### config.mk
export PLATFORM = sky130hd
export DESIGN_NAME = fma_arbiter
export DESIGN_NICKNAME = d
export VERILOG_FILES = /design/src/rtl/fma_arbiter.sv
export SDC_FILE = /design/constraint.sdc
export NUM_CORES = 1
export LEC_CHECK = 0
export ABC_AREA = 1
export ABC_CLOCK_PERIOD_IN_PS = 2410
export CAP_MARGIN = 25
export CORE_AREA = 8 8 217 219
export DETAILED_ROUTE_END_ITERATION = 6
export DIE_AREA = 0 0 225 227
export GPL_TIMING_DRIVEN = 0
export SYNTH_ARGS = -nofsm -noshare
export SYNTH_HDL_FRONTEND = slang
export SYNTH_SLANG_ARGS = --single-unit
### constraint.sdc
create_clock -name clk -period 2.41 [get_ports clk]
set_clock_uncertainty 0.05 [all_clocks]
set_input_delay 0.482 -clock clk [delete_from_list [all_inputs] [get_ports clk]]
set_output_delay 0.482 -clock clk [all_outputs]
set_load 0.005 [all_outputs]
### src/rtl/fma_arbiter.sv
// fma_arbiter: round-robin front end that shares one combinational fp32 FMA
// (out = a*b + c) between NUM_REQ requesters. Operands are registered before
// the FMA and the result after it. The response comes back tagged with the
// issuing requester's index over a valid/ready channel.
module fma_arbiter #(
   parameter int NUM_REQ     = 4,
   parameter int EXEC_CYCLES = 1,
   parameter int CNT_W       = 16,
   localparam int TAG_W      = $clog2(NUM_REQ)
) (
   input  logic                 clk,
   input  logic                 rst_n,
   input  logic [NUM_REQ-1:0]   req_valid,
   output logic [NUM_REQ-1:0]   req_ready,
   input  logic [32*NUM_REQ-1:0] req_a,
   input  logic [32*NUM_REQ-1:0] req_b,
   input  logic [32*NUM_REQ-1:0] req_c,
   output logic [31:0]          fma_a,
   output logic [31:0]          fma_b,
   output logic [31:0]          fma_c,
   input  logic [31:0]          fma_out,
   output logic                 rsp_valid,
   input  logic                 rsp_ready,
   output logic [31:0]          rsp_data,
   output logic [TAG_W-1:0]     rsp_tag,
   output logic                 busy,
   output logic [CNT_W-1:0]     op_count
);

   typedef enum logic [1:0] {
      IDLE,
      EXEC,
      RESP
   } state_t;

   localparam logic [3:0]       LAST_EXEC = 4'(EXEC_CYCLES - 1);
   localparam logic [TAG_W-1:0] LAST_REQ  = TAG_W'(NUM_REQ - 1);

   state_t           state;
   logic [3:0]       exec_cnt;
   logic [TAG_W-1:0] rr_ptr;
   logic [TAG_W-1:0] winner;
   logic [TAG_W-1:0] tag_q;
   logic             any_valid;
   int               scan_idx;
   logic [31:0]      op_a;
   logic [31:0]      op_b;
   logic [31:0]      op_c;
   logic [31:0]      res_q;

   // The FMA sees the operand registers directly, so its inputs only move on accept.
   assign fma_a    = op_a;
   assign fma_b    = op_b;
   assign fma_c    = op_c;
   assign rsp_data = res_q;
   assign rsp_tag  = tag_q;

   // Pick the first valid requester at or after rr_ptr, wrapping around.
   always_comb begin
      // NOTE: every variable gets a default before any conditional write so no latch is inferred.
      any_valid = 1'b0;
      winner    = '0;
      scan_idx  = 0;
      for (int k = 0; k < NUM_REQ; k++) begin
         scan_idx = int'(rr_ptr) + k;
         if (scan_idx >= NUM_REQ) scan_idx = scan_idx - NUM_REQ;
         if (!any_valid && req_valid[scan_idx]) begin
            any_valid = 1'b1;
            winner    = TAG_W'(scan_idx);
         end
      end
   end

   // Grant is combinational so the winner sees req_ready in the same cycle it asks.
   always_comb begin
      req_ready = '0;
      if (state == IDLE && any_valid) req_ready[winner] = 1'b1;
   end

   // Control FSM with the operand, result, tag and counter registers it owns.
   always_ff @(posedge clk or negedge rst_n) begin
      if (!rst_n) begin
         // NOTE: the datapath registers are reset too, so outputs are defined
         // zeros right after reset rather than leftovers from an abandoned op.
         state     <= IDLE;
         rr_ptr    <= '0;
         exec_cnt  <= '0;
         tag_q     <= '0;
         op_a      <= '0;
         op_b      <= '0;
         op_c      <= '0;
         res_q     <= '0;
         rsp_valid <= 1'b0;
         busy      <= 1'b0;
         op_count  <= '0;
      end else begin
         // NOTE: non-blocking assignments throughout, so every register samples pre-edge values.
         unique case (state)
            IDLE: begin
               if (any_valid) begin
                  op_a     <= req_a[32*winner +: 32];
                  op_b     <= req_b[32*winner +: 32];
                  op_c     <= req_c[32*winner +: 32];
                  tag_q    <= winner;
                  rr_ptr   <= (winner == LAST_REQ) ? '0 : winner + 1'b1;
                  exec_cnt <= '0;
                  busy     <= 1'b1;
                  state    <= EXEC;
               end
            end
            EXEC: begin
               exec_cnt <= exec_cnt + 1'b1;
               if (exec_cnt == LAST_EXEC) begin
                  res_q     <= fma_out;
                  rsp_valid <= 1'b1;
                  state     <= RESP;
               end
            end
            RESP: begin
               if (rsp_ready) begin
                  op_count  <= op_count + 1'b1;
                  rsp_valid <= 1'b0;
                  busy      <= 1'b0;
                  state     <= IDLE;
               end
            end
            default: begin
               rsp_valid <= 1'b0;
               busy      <= 1'b0;
               state     <= IDLE;
            end
         endcase
      end
   end

endmodule

==> parameters.txt, run 1 <==
Parameter                              Value

Outcome
  Run status ... finished, violations left
  Violations in the final reports ... setup timing

Setup path
  Instance count on the critical path ... 13
  Largest fanout of any net on the critical path ... 10
  Startpoint types ... register
  Critical path buffers and inverters ... 6
  Data required time at the worst endpoint ... between 1500 and 2000 ps
  Cell Chain, Critical Path ... buf_6 > inv_6 > nand2_1 > nand2_1 > nand2_2 > buf_4 > o21a_1 > nand3_4 > buf_2 > ha_2 > inv_1 > nor2_1 > buf_2
  Crit path arrival time ... 2430 ps
  Cell family contributing the most delay on the critical path ... buffers and inverters
  Startpoint-to-endpoint class of the critical path ... register to output pin
  Worst-path cell with the longest stage delay ... sky130_fd_sc_hd__dfrtp_1
  Max stage delay on crit path ... roughly 400 ps
  Worst Setup End Kind ... output pin
  Number of cells traversed by the worst register-to-register path ... 18

Floorplanning
  Count of boundary I/O pins ... around 580
  Standard cell core area ... 0.0436 mm2
  Starting utilization of the core area ... 25.6%
  Number of placement rows ... 77
  Die outline area ... 0.0511 mm2
  Chip height ... about 230 um
  DIE WIDTH ... 225 um

Finish
  Fraction of the core area covered by cells at the end of the flow ... 43.1%
  Area overhead of the layout relative to synthesis ... 68.2%
  Multi-input gate area ... 0.00527 mm2
  Net count reported at finish ... 2,837
  Fin area ... 0.0188 mm2
  Layout cell share with drive strength beyond 1 ... 9.70%
  Layout filler cell count ... 4,557
  Flip-flop and latch area ... 0.00390 mm2

Timing
  Crit path setup slack, layout ... -553 ps
  Headroom to the max-slew limit ... a little under three fifths
  Worst Hold Margin ... 425 ps
  Number of slew-limit violations in the final report ... 0
  Finish-stage setup viols ... 23
  Actual transition at the worst max-transition pin ... 669 ps
  Minimum period implied by the final worst setup slack ... a little under 3000 ps
  Share of the cycle needed by the critical path after routing ... 123%
  Hold Vio Cnt, Final ... 0
  Setup repair after global routing missed its margin ... yes
  Max frequency ... 0.337 GHz

Synth
  Post-synth top flop ... sky130_fd_sc_hd__dfrtp_1
  Mean cell area of the mapped netlist ... ~6.2 um2
  Share of async-settable or async-resettable flops after synthesis ... 100%
  EDFF count, synth ... 0
  Syn Nets ... between 2,000 and 2,500
  Synthesized flop and latch total ... about 160
  Library cells used by synthesis ... 27
  Post-synthesis cell count ... 1,794
  Combined area of all synthesized cells ... ~0.011 mm2
  Sequential element share of the synthesized area ... 34.9%
  Ys Warns ... 0

Routing
  Remaining antenna violation count ... 0
  Overall via count from detail_route ... 13,290
  DRC violations left ... 0
  Wire length per cell after detailed routing ... about 18 um
  Routed wire length ... ~56,000 um
  Average via count per standard cell ... 4.41
  1st-pass router iterations ... 5
  1st-iter DRT viols ... approximately 740

Placed design
  Placed Instance Area ... 0.0177 mm2
  Sum of net half-perimeters after detailed placement ... approximately 44,000 um
  Routability Congestion ... 0.940
  Port Buf Inserts ... 574

Clock tree
  Sink Count ... 156
  Clock-pin slew reported for the worst setup and hold paths after clock tree synthesis ... approximately 70 ps
  Total clock buffers created by CTS ... 17
  Clock insertion delay at the later pin of the skew report ... around 450 ps
  Clock tree buffer depth ... 2
  Clock root cell ... sky130_fd_sc_hd__clkbuf_16
  Clock tree from TritonCTS ... built
  Number of H-tree levels ... 4

Pwr
  Combinational group share of total power ... between 70% and 80%
  Clock share of power ... under 10%
  Share of power burned in registers ... 16.5%
  Switching power ... around 14 mW
  Power Density ... around 1500 mW/mm2
  Proportion of total power due to net switching ... around 50%
  Leakage power total ... 10.1 nW
  Internal cell power ... 14.2 mW
  Peak VDD IR ... between 0.6 and 0.7 mV

GRT
  Antenna violations before repair ... 8
  Largest net degree at the start of global routing ... 115
  Number of global-route vias before repair ... 13,700
  Met3 track demand over resource in global routing ... 6.27%
  Grt peak-use layer ... met2
  Met2 usage ... 36.3%
  Global-route track usage on met1 ... 25.5%
  Congestion Overflow GR ... 0
  Wire length of the first global-routing pass ... roughly 83,000 um
  All-Layer GR Usage ... 21.3%

Worst hold path
  Min-Delay Path Class ... register to register
  Hold path depth ... 1

Flow run
  Max_cap viols ... 0
==> logic make-up after synthesis <==
group,count (synthesis),synth area share [%]
simple gates,1056,40.3
buf+inv,515,19.0
flops,156,34.9
mux,33,3.33
xor+xnor,17,1.33
compound gates,13,0.638
fa+ha+maj,4,0.448
==> worst paths after layout <==
path | startpoint | to | slack, ps
max | rr_ptr[0] | req_ready[3] | -550
min | op_count[15] | op_count[15] | 420
max reg2reg | rr_ptr[0] | fma_c[13] | -50
min reg2reg | op_count[15] | op_count[15] | 420
max in group asynchronous | rst_n | busy | 920
min in group asynchronous | rst_n | rsp_data[28] | 460
==> what timing repair did <==
action | CTS | global route
hold buffers | 1 | 0
buffers inserted | 19 | 1
hold endpoints to repair | 42 | 0
cloned | 1 | 0
pin swaps | 20 | 12
setup endpoints to repair | 103 | 103
gates resized for setup | 118 | 34
==> per-stage QoR <==
step	setup WS, ps	instances	total power [mW]	TNS [ps]
global route	-699	3016	31.3	-18460
detailed placement	-1400	2961	24.4	-69300
finish	-553	3017	28.4	-2510
floorplan	54.0	1794	16.2	0
CTS	-606	3014	28.6	-3610
global placement	-6040	2960	24.2	-1003530
==> worst register-to-register path: stages, from the launching register on <==
cell	delay [ps]
sky130_fd_sc_hd__dfrtp_1	400
sky130_fd_sc_hd__buf_6	140
sky130_fd_sc_hd__inv_6	80
sky130_fd_sc_hd__nand2_1	60
sky130_fd_sc_hd__nand2_1	100
sky130_fd_sc_hd__nand2_1	70
sky130_fd_sc_hd__nand2_1	100
sky130_fd_sc_hd__nor2_2	50
sky130_fd_sc_hd__nor2_2	150
sky130_fd_sc_hd__nand2_4	80
sky130_fd_sc_hd__nand2_4	90
sky130_fd_sc_hd__buf_12	120
sky130_fd_sc_hd__buf_4	260
sky130_fd_sc_hd__buf_2	270
sky130_fd_sc_hd__nand2_1	70
sky130_fd_sc_hd__nand3_1	90
sky130_fd_sc_hd__nand2_1	80
sky130_fd_sc_hd__nand2_1	60
sky130_fd_sc_hd__nand2_1	40
==> sequential cells by signal, summed over array words and instances, names as in the netlist, 2 cells and up <==
| name | cells |
|---|---|
| rr_ptr | 2 |
| fma_c | 32 |
| fma_a | 32 |
| rsp_tag | 2 |
| fma_b | 32 |
| state | 2 |
| op_count | 16 |
| rsp_data | 32 |
| exec_cnt | 4 |
==> area by class of cell <==
cell class / count / area share, %
clock inverter: 15 / 0.892
tap: 592 / 3.94
timing repair buffer: 596 / 31.6
multi-input combinational: 1123 / 28.0
buffer: 109 / 4.23
inverter: 406 / 8.15
clock buffer: 17 / 2.26
sequential: 156 / 20.8
antenna: 2 / 0.0266
timing repair inverter: 1 / 0.0399
==> synth_stat cells, types with 3 or more instances <==
| library cell | n | area, um2 |
|---|---|---|
| sky130_fd_sc_hd__mux2_2 | 33 | 372 |
| sky130_fd_sc_hd__ha_1 | 4 | 50.1 |
| sky130_fd_sc_hd__inv_1 | 404 | 1520 |
| sky130_fd_sc_hd__dfrtp_1 | 156 | 3900 |
| sky130_fd_sc_hd__xnor2_1 | 10 | 87.6 |
| sky130_fd_sc_hd__nor2_1 | 17 | 63.8 |
| sky130_fd_sc_hd__clkbuf_1 | 24 | 90.1 |
| sky130_fd_sc_hd__nor3_1 | 3 | 15.0 |
| sky130_fd_sc_hd__nand2_1 | 626 | 2350 |
| sky130_fd_sc_hd__buf_6 | 9 | 101 |
| sky130_fd_sc_hd__nand4_1 | 4 | 25.0 |
| sky130_fd_sc_hd__xor2_1 | 7 | 61.3 |
| sky130_fd_sc_hd__buf_2 | 47 | 235 |
| sky130_fd_sc_hd__buf_4 | 18 | 135 |
| sky130_fd_sc_hd__buf_1 | 11 | 41.3 |
| sky130_fd_sc_hd__nand3_1 | 399 | 2000 |
| sky130_fd_sc_hd__o21ai_0 | 7 | 35.0 |
==> power groups by stage <==
stage / sequential [mW] / clock (mW) / combinational, mW
6_report: 4.68 / 2.76 / 21.0
5_1_grt: 4.83 / 2.98 / 23.5
4_1_cts: 4.67 / 2.87 / 21.0
3_5_place_dp: 4.69 / 0 / 19.7
3_3_place_gp: 4.66 / 0 / 19.6
2_1_floorplan: 4.70 / 0 / 11.5
==> placed cells by master, fill, tap and decap left out, types with 10 or more instances in the layout <==
| master | count |
|---|---|
| sky130_fd_sc_hd__inv_1 | 401 |
| sky130_fd_sc_hd__buf_2 | 37 |
| sky130_fd_sc_hd__xnor2_1 | 10 |
| sky130_fd_sc_hd__clkbuf_2 | 17 |
| sky130_fd_sc_hd__nor2_1 | 14 |
| sky130_fd_sc_hd__buf_4 | 47 |
| sky130_fd_sc_hd__nand2_2 | 16 |
| sky130_fd_sc_hd__mux2_2 | 33 |
| sky130_fd_sc_hd__clkbuf_16 | 17 |
| sky130_fd_sc_hd__clkdlybuf4s50_1 | 569 |
| sky130_fd_sc_hd__nand3_1 | 396 |
| sky130_fd_sc_hd__dfrtp_1 | 156 |
| sky130_fd_sc_hd__buf_6 | 17 |
| sky130_fd_sc_hd__nand2_1 | 607 |
==> per-layer routing <==
metal  wire length [um]  share of wire [%]  vias up
met4               1570                2.8        8
met3               4170                7.5       72
met5                 44              0.079        -
met1              23100                 42     6165
li1                   -                  -     6614
met2              26600                 48      431
Note: power is estimated with default switching activity, not from simulation.
==> inputs of run 2 (changes only) <==
--- a/config.mk
+++ b/config.mk
@@ -8,10 +8,11 @@
 export ABC_AREA = 1
 export ABC_CLOCK_PERIOD_IN_PS = 2410
 export CAP_MARGIN = 25
-export CORE_AREA = 8 8 217 219
+export CORE_AREA = 2 2 224 226
 export DETAILED_ROUTE_END_ITERATION = 6
-export DIE_AREA = 0 0 225 227
+export DIE_AREA = 0 0 226 228
 export GPL_TIMING_DRIVEN = 0
+export REMOVE_ABC_BUFFERS = 1
 export SYNTH_ARGS = -nofsm -noshare
 export SYNTH_HDL_FRONTEND = slang
 export SYNTH_SLANG_ARGS = --single-unit
==> run 2 against run 1 <==
Compared with the run above:
- the run still ends with setup timing left
- sequential power about the same
- global-route usage barely moved
- setup slack got worse by 180 ps
- critical path type unchanged
==> parameters.txt, run 2 (same netlist as run 1, synthesis figures left out) <==
Parameter                              Value

Worst hold path
  Hold path depth ... 2 (+1)
  Min-Delay Path Class ... register to register
  End of the worst hold path ... fma_c[29]
  Worst hold path startpoint ... fma_c[29]

Clock tree
  Sink Count ... 156 (unchanged)
  Clock tree buffer depth ... 2 (unchanged)
  Clock root cell ... sky130_fd_sc_hd__clkbuf_16
  Total clock buffers created by CTS ... 17 (unchanged)
  Clock insertion delay at the later pin of the skew report ... 480 ps (+30 ps)
  Clock-pin slew reported for the worst setup and hold paths after clock tree synthesis ... 70 ps (about the same)
  Clock tree from TritonCTS ... built
  Number of H-tree levels ... 4 (unchanged)

Routing
  Remaining antenna violation count ... 0 (unchanged)
  Average via count per standard cell ... 4.61 (+4.7%)
  Overall via count from detail_route ... 14,276 (+7.4%)
  Routed wire length ... 62,600 um (+13%)
  1st-pass router iterations ... 6 (+1)
  DRC violations left ... 0 (unchanged)
  Wire length per cell after detailed routing ... 20.2 um (+9.9%)
  1st-iter DRT viols ... 1,212 (+65%)

Setup path
  Data required time at the worst endpoint ... 1880 ps (about the same)
  Startpoint types ... register
  Largest fanout of any net on the critical path ... 8 (-2)
  Worst-path cell with the longest stage delay ... sky130_fd_sc_hd__dfrtp_4
  Worst Setup End Kind ... output pin
  Crit path arrival time ... 2610 ps (+180 ps)
  Critical register-to-register path endpoint ... fma_a[0]
  Origin of the critical flop-to-flop path ... rr_ptr[0]
  Cell family contributing the most delay on the critical path ... simple AND/OR/NAND/NOR gates
  Startpoint-to-endpoint class of the critical path ... register to output pin
  Cell Chain, Critical Path ... inv_6 > nand2_1 > nand3_1 > nand2_2 > inv_4 > nand2_2 > or2_4 > nand2_8 > buf_16 > inv_16 > buf_16 > nand2_8 > nor2_2 > buf_2
  Max stage delay on crit path ... 560 ps (+160 ps)
  R2R Setup Slk ... -370 ps (-320 ps)
  Critical path buffers and inverters ... 6 (unchanged)
  Number of cells traversed by the worst register-to-register path ... 16 (-2)

Finish
  Most frequent standard cell in the layout excluding fill and tap cells ... sky130_fd_sc_hd__nand2_1
  Post-Layout Cell Count ... 3,094 (+2.6%)
  Commonest non-fill, non-tap cells in the layout ... sky130_fd_sc_hd__nand2_1 (596), sky130_fd_sc_hd__clkdlybuf4s50_1 (569), sky130_fd_sc_hd__inv_1 (400)
  Fraction of the core area covered by cells at the end of the flow ... 42.0% (-1.0 points)
  Ant. Diodes ... 0 (-2)
  Area overhead of the layout relative to synthesis ... 85.5%
  Net count reported at finish ... 2,837 (unchanged)
  Layout cell share with drive strength beyond 1 ... 13.7% (+4.0 points)
  Fin area ... 0.0207 mm2 (+10%)

GRT
  Congestion Overflow GR ... 0 (unchanged)
  Wire length of the first global-routing pass ... 82,100 um (-1.3%)
  All-Layer GR Usage ... 21.3% (+0.040 points)
  Largest net degree at the start of global routing ... 84 (-27%)
  Antenna violations before repair ... 0 (-8)
  Number of global-route vias before repair ... 13,503 (-1.4%)

Floorplanning
  Count of boundary I/O pins ... 575 (unchanged)
  Chip height ... 228 um (+0.44%)
  Die outline area ... 0.0515 mm2 (+0.89%)
  DIE WIDTH ... 226 um (+0.44%)
  Starting utilization of the core area ... 22.6% (-3.0 points)
  Standard cell core area ... 0.0493 mm2 (+13%)
  Number of placement rows ... 82 (+6.5%)

Outcome
  Violations in the final reports ... setup timing
  Run status ... finished, violations left

Timing
  Share of the cycle needed by the critical path after routing ... 130% (+7.3 points)
  Minimum period implied by the final worst setup slack ... 3140 ps (+176 ps)
  Setup repair after global routing missed its margin ... yes
  Actual transition at the worst max-transition pin ... 779 ps (+110 ps)
  Headroom to the max-slew limit ... 47.9% (-7.5 points)
  Finish-stage setup viols ... 109 (+370%)
  Hold Vio Cnt, Final ... 0 (unchanged)
  Crit path setup slack, layout ... -729 ps (-176 ps)
  Worst Hold Margin ... 431 ps (+5.82 ps)
  Total negative slack ... -29,690 ps (-27,190 ps)
  Number of slew-limit violations in the final report ... 0 (unchanged)
  Max frequency ... 0.319 GHz (-5.6%)

Pwr
  Power Density ... 1790 mW/mm2 (+19%)
  Leakage power total ... 10.8 nW (+6.7%)
  Total power consumption of the routed design ... 37.2 mW (+31%)
  Peak VDD IR ... 1.24 mV (+96%)

Placed design
  Placed Instance Area ... 0.0175 mm2 (-1.2%)
  Pre-CTS setup slack ... -2120 ps (-724 ps)
  Routability Congestion ... 0.883 (-6.1%)
  Placed instance count ... 2,941 (-0.68%)
  Sum of net half-perimeters after detailed placement ... 31,400 um (-29%)
  Port Buf Inserts ... 574 (unchanged)

Flow run
  Max_cap viols ... 0 (unchanged)
-- run 2: cell types whose count changed in the layout (fill, tap and decap cells not counted), sizes merged --
cell / previous run / this run
clkinv: 5 / 3
bufbuf: 0 / 2
nor2: 20 / 21
clkbuf: 40 / 31
buf: 112 / 100
nand3: 400 / 402
diode: 2 / 0
nand2: 628 / 643
bufinv: 0 / 2
-- run 2: cell type report --
type	count	area (um2)
timing repair inverter	2	17.5
tap	672	841
clock buffer	17	425
multi-input combinational	1141	6180
inverter	406	1550
fill	4941	28600
timing repair buffer	686	7630
clock inverter	14	180
sequential	156	3910
-- run 2: worst max path at each step --
stage	startpoint	endpoint	slack (ps)	depth (start not counted)
global route	rr_ptr[0]	req_ready[2]	-800	14
CTS	rr_ptr[0]	req_ready[2]	-670	15
finish	rr_ptr[0]	req_ready[0]	-730	14
floorplan	rr_ptr[0]	req_ready[0]	-5400	10
detailed placement	req_valid[3]	req_ready[0]	-2120	13
global placement	req_valid[3]	req_ready[2]	-10940	11
-- run 2: report_power, final --
group | switching [mW] | total, mW | internal, mW
clock network | 1.37 | 2.93 | 1.57
logic | 17.0 | 29.6 | 12.6
registers | 0.732 | 4.69 | 3.95
total | 19.1 | 37.2 | 18.1
-- run 2: timing repair --
item	4_1_cts	5_1_grt
pin swaps	18	53
hold buffers	1	0
setup buffers	37	30
cloned	29	25
setup endpoints to repair	110	142
hold endpoints to repair	73	0
gates resized for setup	89	170
-- run 2: worst reg2reg max path, stage by stage (launching register included) --
cell and delay (ps):
sky130_fd_sc_hd__dfrtp_4 560, sky130_fd_sc_hd__inv_6 110, sky130_fd_sc_hd__nand2_1 100, sky130_fd_sc_hd__nand3_1 150, sky130_fd_sc_hd__nand2_2 170, sky130_fd_sc_hd__inv_4 120
sky130_fd_sc_hd__nand2_2 60, sky130_fd_sc_hd__buf_4 140, sky130_fd_sc_hd__nor2_2 240, sky130_fd_sc_hd__nor2_4 80, sky130_fd_sc_hd__buf_4 150, sky130_fd_sc_hd__buf_12 170
sky130_fd_sc_hd__buf_16 210, sky130_fd_sc_hd__nand3_1 120, sky130_fd_sc_hd__nand2_1 100, sky130_fd_sc_hd__nand2_1 90, sky130_fd_sc_hd__nand2_1 50
-- run 2: layer usage --
metal / track usage, % / vias up / share of wire (%)
li1: - / 6649 / -
met2: 36.6 / 781 / 47
met3: 4.92 / 155 / 8.3
met1: 25.5 / 6691 / 40
met5: 0 / - / 0
met4: 8.82 / 0 / 4.7
==> inputs of run 3 (changes only) <==
--- a/config.mk
+++ b/config.mk
@@ -7,12 +7,12 @@
 export LEC_CHECK = 0
 export ABC_AREA = 1
 export ABC_CLOCK_PERIOD_IN_PS = 2410
-export CAP_MARGIN = 25
 export CORE_AREA = 2 2 224 226
 export DETAILED_ROUTE_END_ITERATION = 6
 export DIE_AREA = 0 0 226 228
 export GPL_TIMING_DRIVEN = 0
 export REMOVE_ABC_BUFFERS = 1
+export SETUP_SLACK_MARGIN = 0.3
 export SYNTH_ARGS = -nofsm -noshare
 export SYNTH_HDL_FRONTEND = slang
 export SYNTH_SLANG_ARGS = --single-unit
==> run 3 against run 2 <==
Compared with the run above:
- the run still ends with setup timing left
- combinational power increased by 5%
- largest cell class unchanged
- highest routed layer unchanged
- non-clock buffer count increased by 24
- fmax increased by 1.3%
- critical endpoint unchanged
==> parameters.txt, run 3 (same netlist as run 1, synthesis figures left out) <==
Parameter                              Value

Setup path
  Worst Setup End Kind ... output pin
  Data required time at the worst endpoint ... 1880 ps (about the same)
  Cell type with the highest occurrence count on the critical path ... sky130_fd_sc_hd__nand2_2
  Worst-path cell with the longest stage delay ... sky130_fd_sc_hd__dfrtp_4
  Largest fanout of any net on the critical path ... 7 (-1)
  Cell Chain, Critical Path ... buf_6 > nand2_4 > nand2_4 > nand2_2 > nand2_2 > nor2_4 > nand2_2 > or2_4 > nand2_8 > buf_16 > inv_16 > buf_16 > nand2_8 > nor2_2 > buf_2
  Origin of the critical flop-to-flop path ... rr_ptr[0]
  Max stage delay on crit path ... 560 ps (about the same)
  Startpoint types ... register
  Crit path arrival time ... 2570 ps (-40 ps)
  Startpoint-to-endpoint class of the critical path ... register to output pin
  Beginning of the critical path ... rr_ptr[0]

GRT
  Congestion Overflow GR ... 0 (unchanged)
  Wire length of the first global-routing pass ... 88,600 um (+7.9%)
  Antenna violations before repair ... 0 (unchanged)
  Number of global-route vias before repair ... 14,140 (+4.7%)
  Largest net degree at the start of global routing ... 84 (unchanged)
  All-Layer GR Usage ... 23.3% (+2.0 points)

Floorplanning
  DIE WIDTH ... 226 um (unchanged)
  Starting utilization of the core area ... 22.6% (unchanged)
  Number of placement rows ... 82 (unchanged)
  Die outline area ... 0.0515 mm2 (unchanged)
  Count of boundary I/O pins ... 575 (unchanged)
  Standard cell core area ... 0.0493 mm2 (unchanged)
  Chip height ... 228 um (unchanged)

Pwr
  Share of power burned in registers ... 12.1% (-0.5 points)
  Proportion of total power due to net switching ... 50.2% (-1.2 points)
  Power Density ... 1840 mW/mm2 (+2.5%)
  Internal cell power ... 19.3 mW (+6.7%)
  Clock share of power ... 7.8% (about the same)
  Switching power ... 19.4 mW (+1.8%)
  Peak VDD IR ... 0.802 mV (-36%)
  Leakage power total ... 11.0 nW (+1.8%)
  Combinational group share of total power ... 80.1% (+0.6 points)

Finish
  Area overhead of the layout relative to synthesis ... 88.6%
  Most frequent standard cell in the layout excluding fill and tap cells ... sky130_fd_sc_hd__nand2_1
  Net count reported at finish ... 2,861 (+0.85%)
  Fraction of the core area covered by cells at the end of the flow ... 42.7% (+0.70 points)
  Ant. Diodes ... 0 (unchanged)
  Layout cell share with drive strength beyond 1 ... 14.6% (+0.96 points)
  Commonest non-fill, non-tap cells in the layout ... sky130_fd_sc_hd__nand2_1 (587), sky130_fd_sc_hd__clkdlybuf4s50_1 (569), sky130_fd_sc_hd__inv_1 (400)

Timing
  Worst Hold Margin ... 427 ps (-3.82 ps)
  Minimum period implied by the final worst setup slack ... 3100 ps (-39.3 ps)
  Finish-stage setup viols ... 109 (unchanged)
  Hold Vio Cnt, Final ... 0 (unchanged)
  Setup repair after global routing missed its margin ... yes
  Crit path setup slack, layout ... -690 ps (+39.3 ps)
  Headroom to the max-slew limit ... 51.5% (+3.6 points)
  Actual transition at the worst max-transition pin ... 724 ps (-54.3 ps)
  Max frequency ... 0.323 GHz (+1.3%)
  Share of the cycle needed by the critical path after routing ... 129% (-1.6 points)
  Number of slew-limit violations in the final report ... 0 (unchanged)

Clock tree
  Number of H-tree levels ... 4 (unchanged)
  Clock tree buffer depth ... 2 (unchanged)
  Clock-pin slew reported for the worst setup and hold paths after clock tree synthesis ... 70 ps (about the same)
  Clock root cell ... sky130_fd_sc_hd__clkbuf_16
  Clock tree from TritonCTS ... built
  Total clock buffers created by CTS ... 17 (unchanged)
  Clock insertion delay at the later pin of the skew report ... 490 ps (about the same)
  Sink Count ... 156 (unchanged)

Outcome
  Violations in the final reports ... setup timing
  Run status ... finished, violations left

Placed design
  Sum of net half-perimeters after detailed placement ... 31,600 um (+0.47%)
  Routability Congestion ... 0.883 (unchanged)
  Port Buf Inserts ... 574 (unchanged)

Routing
  Wire length per cell after detailed routing ... 20.5 um (+1.3%)
  Routed wire length ... 63,900 um (+2.1%)
  Remaining antenna violation count ... 0 (unchanged)
  1st-iter DRT viols ... 1,000 (-17%)
  1st-pass router iterations ... 6 (unchanged)
  DRC violations left ... 0 (unchanged)
  Overall via count from detail_route ... 14,233 (-0.30%)
  Average via count per standard cell ... 4.56 (-1.1%)

Worst hold path
  Min-Delay Path Class ... register to register
  Worst hold path startpoint ... fma_b[20]

Flow run
  Max_cap viols ... 0 (unchanged)
## run 3: layer usage
metal	vias up	global-route usage [%]	share of wire (%)
li1	6700	-	-
met1	6673	27.7	40
met2	710	39.9	48
met3	150	5.77	7.8
met4	0	9.81	4.3
met5	-	0	0
## run 3: layout make-up
type                            count  area [um2]
Tap cell                          672         841
Fill cell                        4919       28300
Timing Repair inverter              3        23.8
Inverter                          406        1550
Timing Repair Buffer              710        7950
Multi-Input combinational cell   1140        6170
Clock buffer                       18         429
Clock inverter                     14         203
Sequential cell                   156        3910
## run 3: power groups by stage
stage | clock [mW] | sequential, mW | combinational, mW
final | 3.04 | 4.69 | 31.0
after floorplan | 0 | 4.67 | 8.46
after global placement | 0 | 4.52 | 11.2
after global routing | 3.22 | 4.84 | 33.1
after CTS | 3.13 | 4.66 | 26.9
after detailed placement | 0 | 4.67 | 18.0
## run 3: worst paths after layout
kind	to	slack, ps	depth (start not counted)
max reg2reg	fma_b[4]	-490	20
max	req_ready[0]	-690	15
min in group asynchronous	rsp_data[29]	500	2
max in group asynchronous	fma_a[7]	900	3
min	fma_b[20]	430	2
min reg2reg	fma_b[20]	430	2
## run 3: repair_timing
action / in CTS / in global routing
setup endpoints to repair: 142 / 146
hold buffers: 1 / 0
cloned: 39 / 15
endpoints found under the hold margin: 73 / 0
setup buffers: 64 / 27
pin swaps: 30 / 45
gates resized for setup: 157 / 110
## run 3: through the flow
| stage | area, um2 | TNS (ps) | std cells | total power [mW] | worst slack [ps] |
|---|---|---|---|---|---|
| floorplan | 10600 | -532940 | 1685 | 13.1 | -5400 |
| global placement | 17200 | -2023770 | 2931 | 15.7 | -10940 |
| detailed placement | 17500 | -133600 | 2941 | 22.7 | -2110 |
| CTS | 20000 | -20460 | 3077 | 34.7 | -689 |
| global route | 21100 | -46410 | 3119 | 41.2 | -794 |
| finish | 21100 | -35890 | 3119 | 38.8 | -690 |
## run 3: critical path, delay by kind of cell, from the launching register on
kind	cells	cell delay, ps
and+or+nand+nor	10	940
buffers and inverters	5	570
DFF	1	560
